**src/rtl/ucode_sequencer.sv**
```systemverilog
// Microcode sequencer: on a decode trigger it stalls the pipeline, raises ucode_flag and
// issues a routine of micro-ops from a programmable store, then returns to regular mode.
module ucode_sequencer #(
    parameter int unsigned STRIDE = 8,
    parameter int unsigned DEPTH  = 128,
    parameter int unsigned WARMUP = 2,
    parameter int unsigned DRAIN  = 3
) (
    input  logic                     clk,
    input  logic                     rst,
    input  logic                     trig_valid,
    output logic                     trig_ready,
    input  logic [3:0]               trig_opcode,
    input  logic [3:0]               trig_rd,
    input  logic [3:0]               trig_rs1,
    input  logic [3:0]               trig_rs2,
    input  logic                     abort,
    input  logic                     prog_we,
    input  logic [$clog2(DEPTH)-1:0] prog_addr,
    input  logic [31:0]              prog_data,
    output logic                     ucode_flag,
    output logic                     stall,
    output logic                     uop_valid,
    input  logic                     uop_ready,
    output logic [3:0]               uop_op,
    output logic [3:0]               uop_rd,
    output logic [3:0]               uop_rs1,
    output logic [3:0]               uop_rs2,
    output logic [11:0]              uop_imm,
    output logic                     done,
    output logic                     overrun
);

    localparam int unsigned AW     = $clog2(DEPTH);
    localparam int unsigned OW     = (STRIDE > 1) ? $clog2(STRIDE) : 1;
    localparam int unsigned MaxCnt = (WARMUP > DRAIN) ? WARMUP : DRAIN;
    localparam int unsigned CntW   = $clog2(MaxCnt + 1);

    typedef enum logic [2:0] {StIdle, StWarmup, StIssue, StDrain, StDone} state_e;

    state_e            state_q, state_d;
    logic [CntW-1:0]   cnt_q, cnt_d;
    logic [AW-1:0]     addr_q, addr_d, rd_addr;
    logic [OW-1:0]     off_q, off_d;
    logic              ovr_q, ovr_d;
    logic [3:0]        t_rd_q, t_rd_d, t_rs1_q, t_rs1_d, t_rs2_q, t_rs2_d;
    logic              load_uop;
    logic              last_q;
    logic [3:0]        op_q, rd_q, rs1_q, rs2_q;
    logic [11:0]       imm_q;
    logic [31:0]       word;
    logic [31:0]       mem [DEPTH];

    function automatic logic [3:0] resolve(input logic [4:0] sel, input logic [3:0] rd,
                                           input logic [3:0] rs1, input logic [3:0] rs2);
        if (!sel[4]) return sel[3:0];
        case (sel[1:0])
            2'd0:    return rd;
            2'd1:    return rs1;
            2'd2:    return rs2;
            default: return 4'd15;
        endcase
    endfunction

    assign trig_ready = (state_q == StIdle) && !abort;
    assign word       = mem[rd_addr];

    // Store is not reset so a routine survives rst; writes only land while idle.
    always_ff @(posedge clk) begin
        if (prog_we && state_q == StIdle) begin
            mem[prog_addr] <= prog_data;
        end
    end

    always_comb begin
        state_d  = state_q;
        cnt_d    = cnt_q;
        addr_d   = addr_q;
        off_d    = off_q;
        ovr_d    = ovr_q;
        t_rd_d   = t_rd_q;
        t_rs1_d  = t_rs1_q;
        t_rs2_d  = t_rs2_q;
        load_uop = 1'b0;
        rd_addr  = addr_q;
        case (state_q)
            StIdle: begin
                if (trig_valid && trig_ready) begin
                    state_d = StWarmup;
                    cnt_d   = '0;
                    addr_d  = AW'(32'(trig_opcode) * STRIDE);
                    off_d   = '0;
                    ovr_d   = 1'b0;
                    t_rd_d  = trig_rd;
                    t_rs1_d = trig_rs1;
                    t_rs2_d = trig_rs2;
                end
            end
            StWarmup: begin
                if (cnt_q == CntW'(WARMUP - 1)) begin
                    state_d  = StIssue;
                    load_uop = 1'b1;
                end else begin
                    cnt_d = cnt_q + CntW'(1);
                end
            end
            StIssue: begin
                if (uop_ready) begin
                    if (last_q || off_q == OW'(STRIDE - 1)) begin
                        state_d = StDrain;
                        cnt_d   = '0;
                        ovr_d   = !last_q;
                    end else begin
                        // Prefetch the next word so acceptance can be back-to-back.
                        addr_d   = addr_q + AW'(1);
                        off_d    = off_q + OW'(1);
                        rd_addr  = addr_q + AW'(1);
                        load_uop = 1'b1;
                    end
                end
            end
            StDrain: begin
                if (cnt_q == CntW'(DRAIN - 1)) begin
                    state_d = StDone;
                end else begin
                    cnt_d = cnt_q + CntW'(1);
                end
            end
            StDone:  state_d = StIdle;
            default: state_d = StIdle;
        endcase
        if (abort && state_q != StIdle) begin
            state_d = StIdle;
        end
    end

    always_ff @(posedge clk) begin
        if (rst) begin
            state_q <= StIdle;
            cnt_q   <= '0;
            addr_q  <= '0;
            off_q   <= '0;
            ovr_q   <= 1'b0;
            t_rd_q  <= '0;
            t_rs1_q <= '0;
            t_rs2_q <= '0;
            last_q  <= 1'b0;
            op_q    <= '0;
            rd_q    <= '0;
            rs1_q   <= '0;
            rs2_q   <= '0;
            imm_q   <= '0;
        end else begin
            state_q <= state_d;
            cnt_q   <= cnt_d;
            addr_q  <= addr_d;
            off_q   <= off_d;
            ovr_q   <= ovr_d;
            t_rd_q  <= t_rd_d;
            t_rs1_q <= t_rs1_d;
            t_rs2_q <= t_rs2_d;
            if (load_uop) begin
                last_q <= word[31];
                op_q   <= word[30:27];
                rd_q   <= resolve(word[26:22], t_rd_q, t_rs1_q, t_rs2_q);
                rs1_q  <= resolve(word[21:17], t_rd_q, t_rs1_q, t_rs2_q);
                rs2_q  <= resolve(word[16:12], t_rd_q, t_rs1_q, t_rs2_q);
                imm_q  <= word[11:0];
            end
        end
    end

    assign ucode_flag = (state_q == StWarmup) || (state_q == StIssue) || (state_q == StDrain);
    assign stall      = (state_q != StIdle);
    assign uop_valid  = (state_q == StIssue);
    assign done       = (state_q == StDone);
    assign overrun    = (state_q == StDone) && ovr_q;
    assign uop_op     = op_q;
    assign uop_rd     = rd_q;
    assign uop_rs1    = rs1_q;
    assign uop_rs2    = rs2_q;
    assign uop_imm    = imm_q;

endmodule

```
**config.mk**
```make
export PLATFORM = sky130hd
export DESIGN_NAME = ucode_sequencer
export DESIGN_NICKNAME = d
export VERILOG_FILES = /design/src/rtl/ucode_sequencer.sv
export SDC_FILE = /design/constraint.sdc
export NUM_CORES = 2
export LEC_CHECK = 0
export CAP_MARGIN = 20
export CORE_MARGIN = 5
export CORE_UTILIZATION = 60
export DETAILED_ROUTE_END_ITERATION = 12
export PLACE_DENSITY = 0.76
export SETUP_SLACK_MARGIN = 0.4
export SLEW_MARGIN = 20
export SYNTH_ARGS = -nofsm -noshare
export SYNTH_HDL_FRONTEND = slang
export SYNTH_SLANG_ARGS = --single-unit
```
**constraint.sdc**
```tcl
create_clock -name clk -period 5.65 [get_ports clk]
set_clock_uncertainty 0.05 [all_clocks]
set_input_delay 0.8475 -clock clk [delete_from_list [all_inputs] [get_ports clk]]
set_output_delay 0.8475 -clock clk [all_outputs]
set_load 0.005 [all_outputs]
```
# Yosys cells after proc, flatten, opt, wreduce, memory -nomap -nowiden
# Memories as Yosys holds them, arrays and structs flattened.
# Index checks and enable logic that the tools add are counted.
# totals
ramBits	4096
n_memories	1
inputBits	61
reg_bits	57
# op_classes
muxes	49
n_eq_ne	21
reduce_logical	24
add_sub_neg	3
# mem_list
name	words	word_bits	rd	rd_clocked_by_memory_dff	write_ports	line_no	rtl
mem	128	32	1	0	1	52	logic [31:0] mem [DEPTH];
# op_table
operator	count
4-bit one-hot mux with 3 select lines	3
7-bit 2-to-1 mux	4
3-bit 2-to-1 mux	8
4-bit 2-to-1 mux	6
1-bit 2-to-1 mux	17
7-bit one-hot mux with 2 select lines	1
3-bit one-hot mux with 4 select lines	1
2-bit 2-to-1 mux	5
2-bit inequality test, second input constant	5
2-bit by 1-bit equality test with 1-bit output, second input constant	4
2-bit equality test, second input constant	4
2-bit one-hot mux with 4 select lines	1
4-bit AND reduction	2
7-bit by 1-bit adder with 7-bit output, second input constant	1
3-bit by 2-bit equality test with 1-bit output, second input constant	2
3-bit equality test, second input constant	2
2-bit logical NOT	3
2-bit by 1-bit inequality test with 1-bit output, second input constant	3
3-bit one-hot mux with 2 select lines	1
6-bit AND reduction	1
1-bit logical AND	5
5-bit AND reduction	1
1-bit one-hot mux with 2 select lines	2
2-bit AND reduction	2
10 further kinds	13

# Logic depth before layout (Yosys ltp)
# An unclocked memory read counts as a cell.
# logic_depth
depth_word	10
depth_mapped	21
mapped_depth_nobuf	13

# Worst setup path after synthesis
# No wires, ideal clock.
# synth_timing
path_type	input to register
from	input port uop_ready
to	register rs1_q[3], in the netlist uop_rs1[3]
required_time_ps	5478
setup_ps	122
path_stages	15
t_arrival_ps	3831
n_path_buf	5
slack_ps	1647
path_cell_list	or3b_1 > clkbuf_1 > buf_2 > clkbuf_1 > o21ai_1 > buf_2 > o221ai_1 > a32oi_1 > a21oi_1 > o32ai_1 > a32o_1 > buf_2 > mux2i_1 > mux2i_1 > a221o_1
# synth_via
elab_chain_cells	7
word_cells_on_any_way	14
# synth_rtl
element	line_no	rtl
start: declaration	24	input logic uop_ready,
7-bit 2-to-1 mux	--	
7-bit 2-to-1 mux	86	case (state_q)
memory 128 x 32 bit	--	
1-bit 2-to-1 mux	56	if (!sel[4]) return sel[3:0];
1-bit 2-to-1 mux	162	if (load_uop) begin
1-bit 2-to-1 mux	138	if (rst) begin
4-bit 2-to-1 mux	57	case (sel[1:0])
end signal: assignment	166	rs1_q <= resolve(word[21:17], t_rd_q, t_rs1_q, t_rs2_q);
end: declaration	49	logic [3:0] op_q, rd_q, rs1_q, rs2_q;
# Several ways; a longest one is shown, not always the timed one. The select of a mux whose other input is x is not followed.
# A chain may end at the register's enable or synchronous reset.

# Worst setup path after layout
# layout_timing
from	register off_q[0]
to	register imm_q[9], in the netlist uop_imm[9]
# layout_via
elab_chain_cells	6
word_cells_on_any_way	9
# layout_rtl
element	line_no	rtl
start: declaration	44	logic [OW-1:0] off_q, off_d;
start signal: assignment	142	off_q <= '0;
start signal: assignment	157	off_q <= off_d;
3-bit equality test (*)	109	if (last_q || off_q == OW'(STRIDE - 1)) begin
1-bit logical OR (*)	109	
7-bit 2-to-1 mux (2 in a row)	--	
7-bit 2-to-1 mux	86	
memory 128 x 32 bit	--	
end signal: assignment	168	imm_q <= word[11:0];
end: declaration	50	logic [11:0] imm_q;
# Every way passes the cells marked *; elsewhere a longest branch is shown, timed or not.

==> results.toml <==
[placement]
dp_hpwl_mm = 310
pre_cts_slack_ns = -0.434
io_buffers = 94
gp_congestion = 0.966

[detailed_routing]
num_vias = 99800
viasPerCell = 7.31
ant_nets = 0
wl_per_cell_um = 39.0
drc = 0
drtIter0Drc = 17900
drtPass1Iterations = 10
wl_mm = 533

[synthesis]
syn-num-nets = 9088
muxShareOfSynthArea_pct = 13.0
yosysUniqueCellTypes = 92
synth-simple-area-share_pct = 5.47
synthArstFlopShare_pct = 0
synthAdderAreaFrac_pct = 0.0378
syn-cell-area_mm2 = 0.166
ys_seq_area_share_pct = 74.9
synthXorXnorAreaFrac_pct = 0.0476
netlist_instances = 9022
synth_edf_count = 4096
synth_top_family_by_area = "multiplexers"
yosys_warnings = 0
avgSynthCellArea_um2 = 18.4
yosys_register_bits = 4153
synth_ff_type = "edfxtp_1"
synth_compound_area_share_pct = 4.84

[setup_path]
r2r_end = "uop_imm[9]"
cp.required_ns = 6.43
path_cells = "ha_1, ha_2, nor3b_4, buf_4, nand2_2, nand2_4, buf_4, buf_12, buf_6, mux4_2, nand2_1, nand3_1, nand3_1, a311oi_4, nor3_1, nor3_1"
cp.arrival_ns = 6.09
max_stage_delay_ns = 0.75
start_kind = "register"
reg2reg_depth = 16
rrSetupSlack_ns = 0.34
critPathTopFamily = "simple AND/OR/NAND/NOR gates"
critPathCaptureType = "register"
critical_path_class = "register to register"
worst_path_max_delay_cell = "a311oi_4"
worstReg2RegStart = "off_q[0]"
cp_max_fo = 46
critPathBufInv = 4

[grt]
grt_pass1_wl_mm = 746
grt_use_total_pct = 37.0
grt_pass1_vias = 98300
grt_overflow = 0
antenna_found_initial = 28
grt_max_degree = 104

[floorplan]
core_mm2 = 0.276
die-area_mm2 = 0.287
pin_count = 95
die_y_um = 535
fp.dieW_um = 535
placementRows = 193
start_util_pct = 60.1

[clock_tree]
htreeDepth = 5
cts_sinks = 4153
ctsHoldBuffers = 0
clkLatencyLatePin_ns = 1.03
clk_pin_slew_ns = 0.06
cts_tree = "done"
cts-root-buf = "clkbuf_16"
cts_buffers = 403
cts_buffer_depth = 4

[timing]
worstMarginPinSlew_ns = 1.28
period_needed_ns = 5.31
slew_headroom_pct = 14.2
rsz0062_at_grt = "yes"
fin_ws_ns = 0.336
setup_violations = 0
drv_slew = 0
fmax_mhz = 188
hold_viol = 0
post-route-period-util_pct = 94.1
holdWs_ns = 0.279

[cells_and_area]
final_nets = 9666
layout.filler_cells = 16600
final_common_cell = "edfxtp_1"
final_layout_size_suffix_gt1_share_pct = 23.9
syn_to_final_growth_pct = 14.2
final_cell_mix = "edfxtp_1 (4,096), nand2_1 (969), mux4_2 (830)"

[power]
power_density_mw_per_mm2 = 330
leakage_nw = 59.8
peakVddDrop_mv = 0.345

[run_status]
status = "finished, final reports clean"

[min_path]
hold_start = "prog_data[16]"
hold_end = "mem[87][16]"
min_path_type = "primary input to register"
holdPathStages = 1

[flow_run]
maxCapViolCount = 0
==> synth_stat cells, types with 66 or more instances <==
library cell	count	share of area, %
mux4_2	830	11
mux2i_1	220	1.3
a211oi_1	78	0.35
o22ai_1	69	0.26
nand3_1	410	1.2
buf_4	66	0.30
a221oi_1	71	0.38
a311oi_1	121	0.64
a21oi_1	167	0.50
nor2_1	282	0.64
edfxtp_1	4096	74
buf_1	82	0.19
o21ai_0	139	0.42
nand2_1	979	2.2
and3_1	78	0.29
buf_2	193	0.58
nor3_1	94	0.28
clkbuf_1	253	0.57
==> kinds of logic after synthesis <==
group,count (synthesis)
flip-flops,4153
XOR/XNOR,9
adder cells (fa/ha/maj),5
buffers and inverters,618
AND/OR/NAND/NOR,2033
AO/OA/AOI/OAI,1103
multiplexers,1101
==> per-stage QoR <==
stage                     instances  power, mW  util (%)  area [um^2]  setup TNS [ns]
after floorplan                9022       35.2         -       166000               0
after global placement        12900       36.4      63.8       176000           -9.09
after detailed placement      12900       36.4      63.8       176000           -6.07
after CTS                     13600       62.4      68.5       189000               0
after global routing          13600       64.0      68.6       189000               0
final                         13700       62.5      68.6       189000               0
==> final cells by class <==
| type | count | area (um^2) | area share [%] |
|---|---|---|---|
| diodes | 20 | 50.0 | 0.0265 |
| clock buffers | 532 | 10900 | 5.77 |
| clock inverters | 205 | 1960 | 1.03 |
| inverters | 17 | 65.1 | 0.0344 |
| multi-input cells | 4251 | 40100 | 21.2 |
| flip-flops and latches | 4153 | 124000 | 65.6 |
| well taps | 3705 | 4640 | 2.45 |
| repair buffers | 774 | 7340 | 3.88 |
==> timing repair <==
| item | CTS | global route |
|---|---|---|
| gates cloned | 0 | 0 |
| setup endpoints to repair | 16 | 20 |
| buffers inserted | 0 | 9 |
| pin swaps | 0 | 3 |
| resized for setup | 13 | 14 |
==> flip-flops by register name (all words and copies together), names as in the netlist <==
name and count:
ovr_q 1, uop_rs2 4, cnt_q 2, uop_op 4, last_q 1, mem 4096, t_rd_q 4, off_q 3
t_rs2_q 4, uop_rs1 4, t_rs1_q 4, addr_q 7, uop_imm 12, uop_rd 4, state_q 3
==> worst max-delay path by stage <==
stage / start / to / slack, ns / cells past startpoint
3_5_place_dp: uop_ready / uop_imm[0] / -0.43 / 17
5_1_grt: off_q[0] / uop_imm[11] / 0.35 / 17
6_report: off_q[0] / uop_imm[9] / 0.34 / 16
2_1_floorplan: uop_ready / uop_rs1[3] / 1.65 / 15
3_3_place_gp: uop_ready / uop_rs1[2] / -1.10 / 14
4_1_cts: off_q[0] / uop_imm[11] / 0.39 / 17
==> power breakdown <==
| part | internal, mW | switching (mW) | total [mW] |
|---|---|---|---|
| sequential | 33.9 | 0.0400 | 33.9 |
| combinational | 0.460 | 1.48 | 1.94 |
| clock | 14.9 | 11.6 | 26.6 |
| total | 49.3 | 13.2 | 62.5 |
==> worst register-to-register path, stage by stage (launching register included) <==
cell,delay (ns)
dfxtp_1,0.33
ha_1,0.20
ha_2,0.26
nor3b_4,0.36
buf_4,0.34
nand2_2,0.24
nand2_4,0.26
buf_4,0.25
buf_12,0.33
buf_6,0.42
mux4_2,0.35
nand2_1,0.05
nand3_1,0.14
nand3_1,0.38
a311oi_4,0.75
nor3_1,0.15
nor3_1,0.31
==> per-layer routing <==
layer  vias to the layer above  routed length (um)  GRT usage, %
li1                      38200                   -             -
met1                     50200              168000          48.6
met2                      9388              237000          54.4
met3                      2015               85200          12.1
met4                        20               42000          22.7
met5                         -                 158             0
Note: power is estimated with default switching activity, not from simulation.
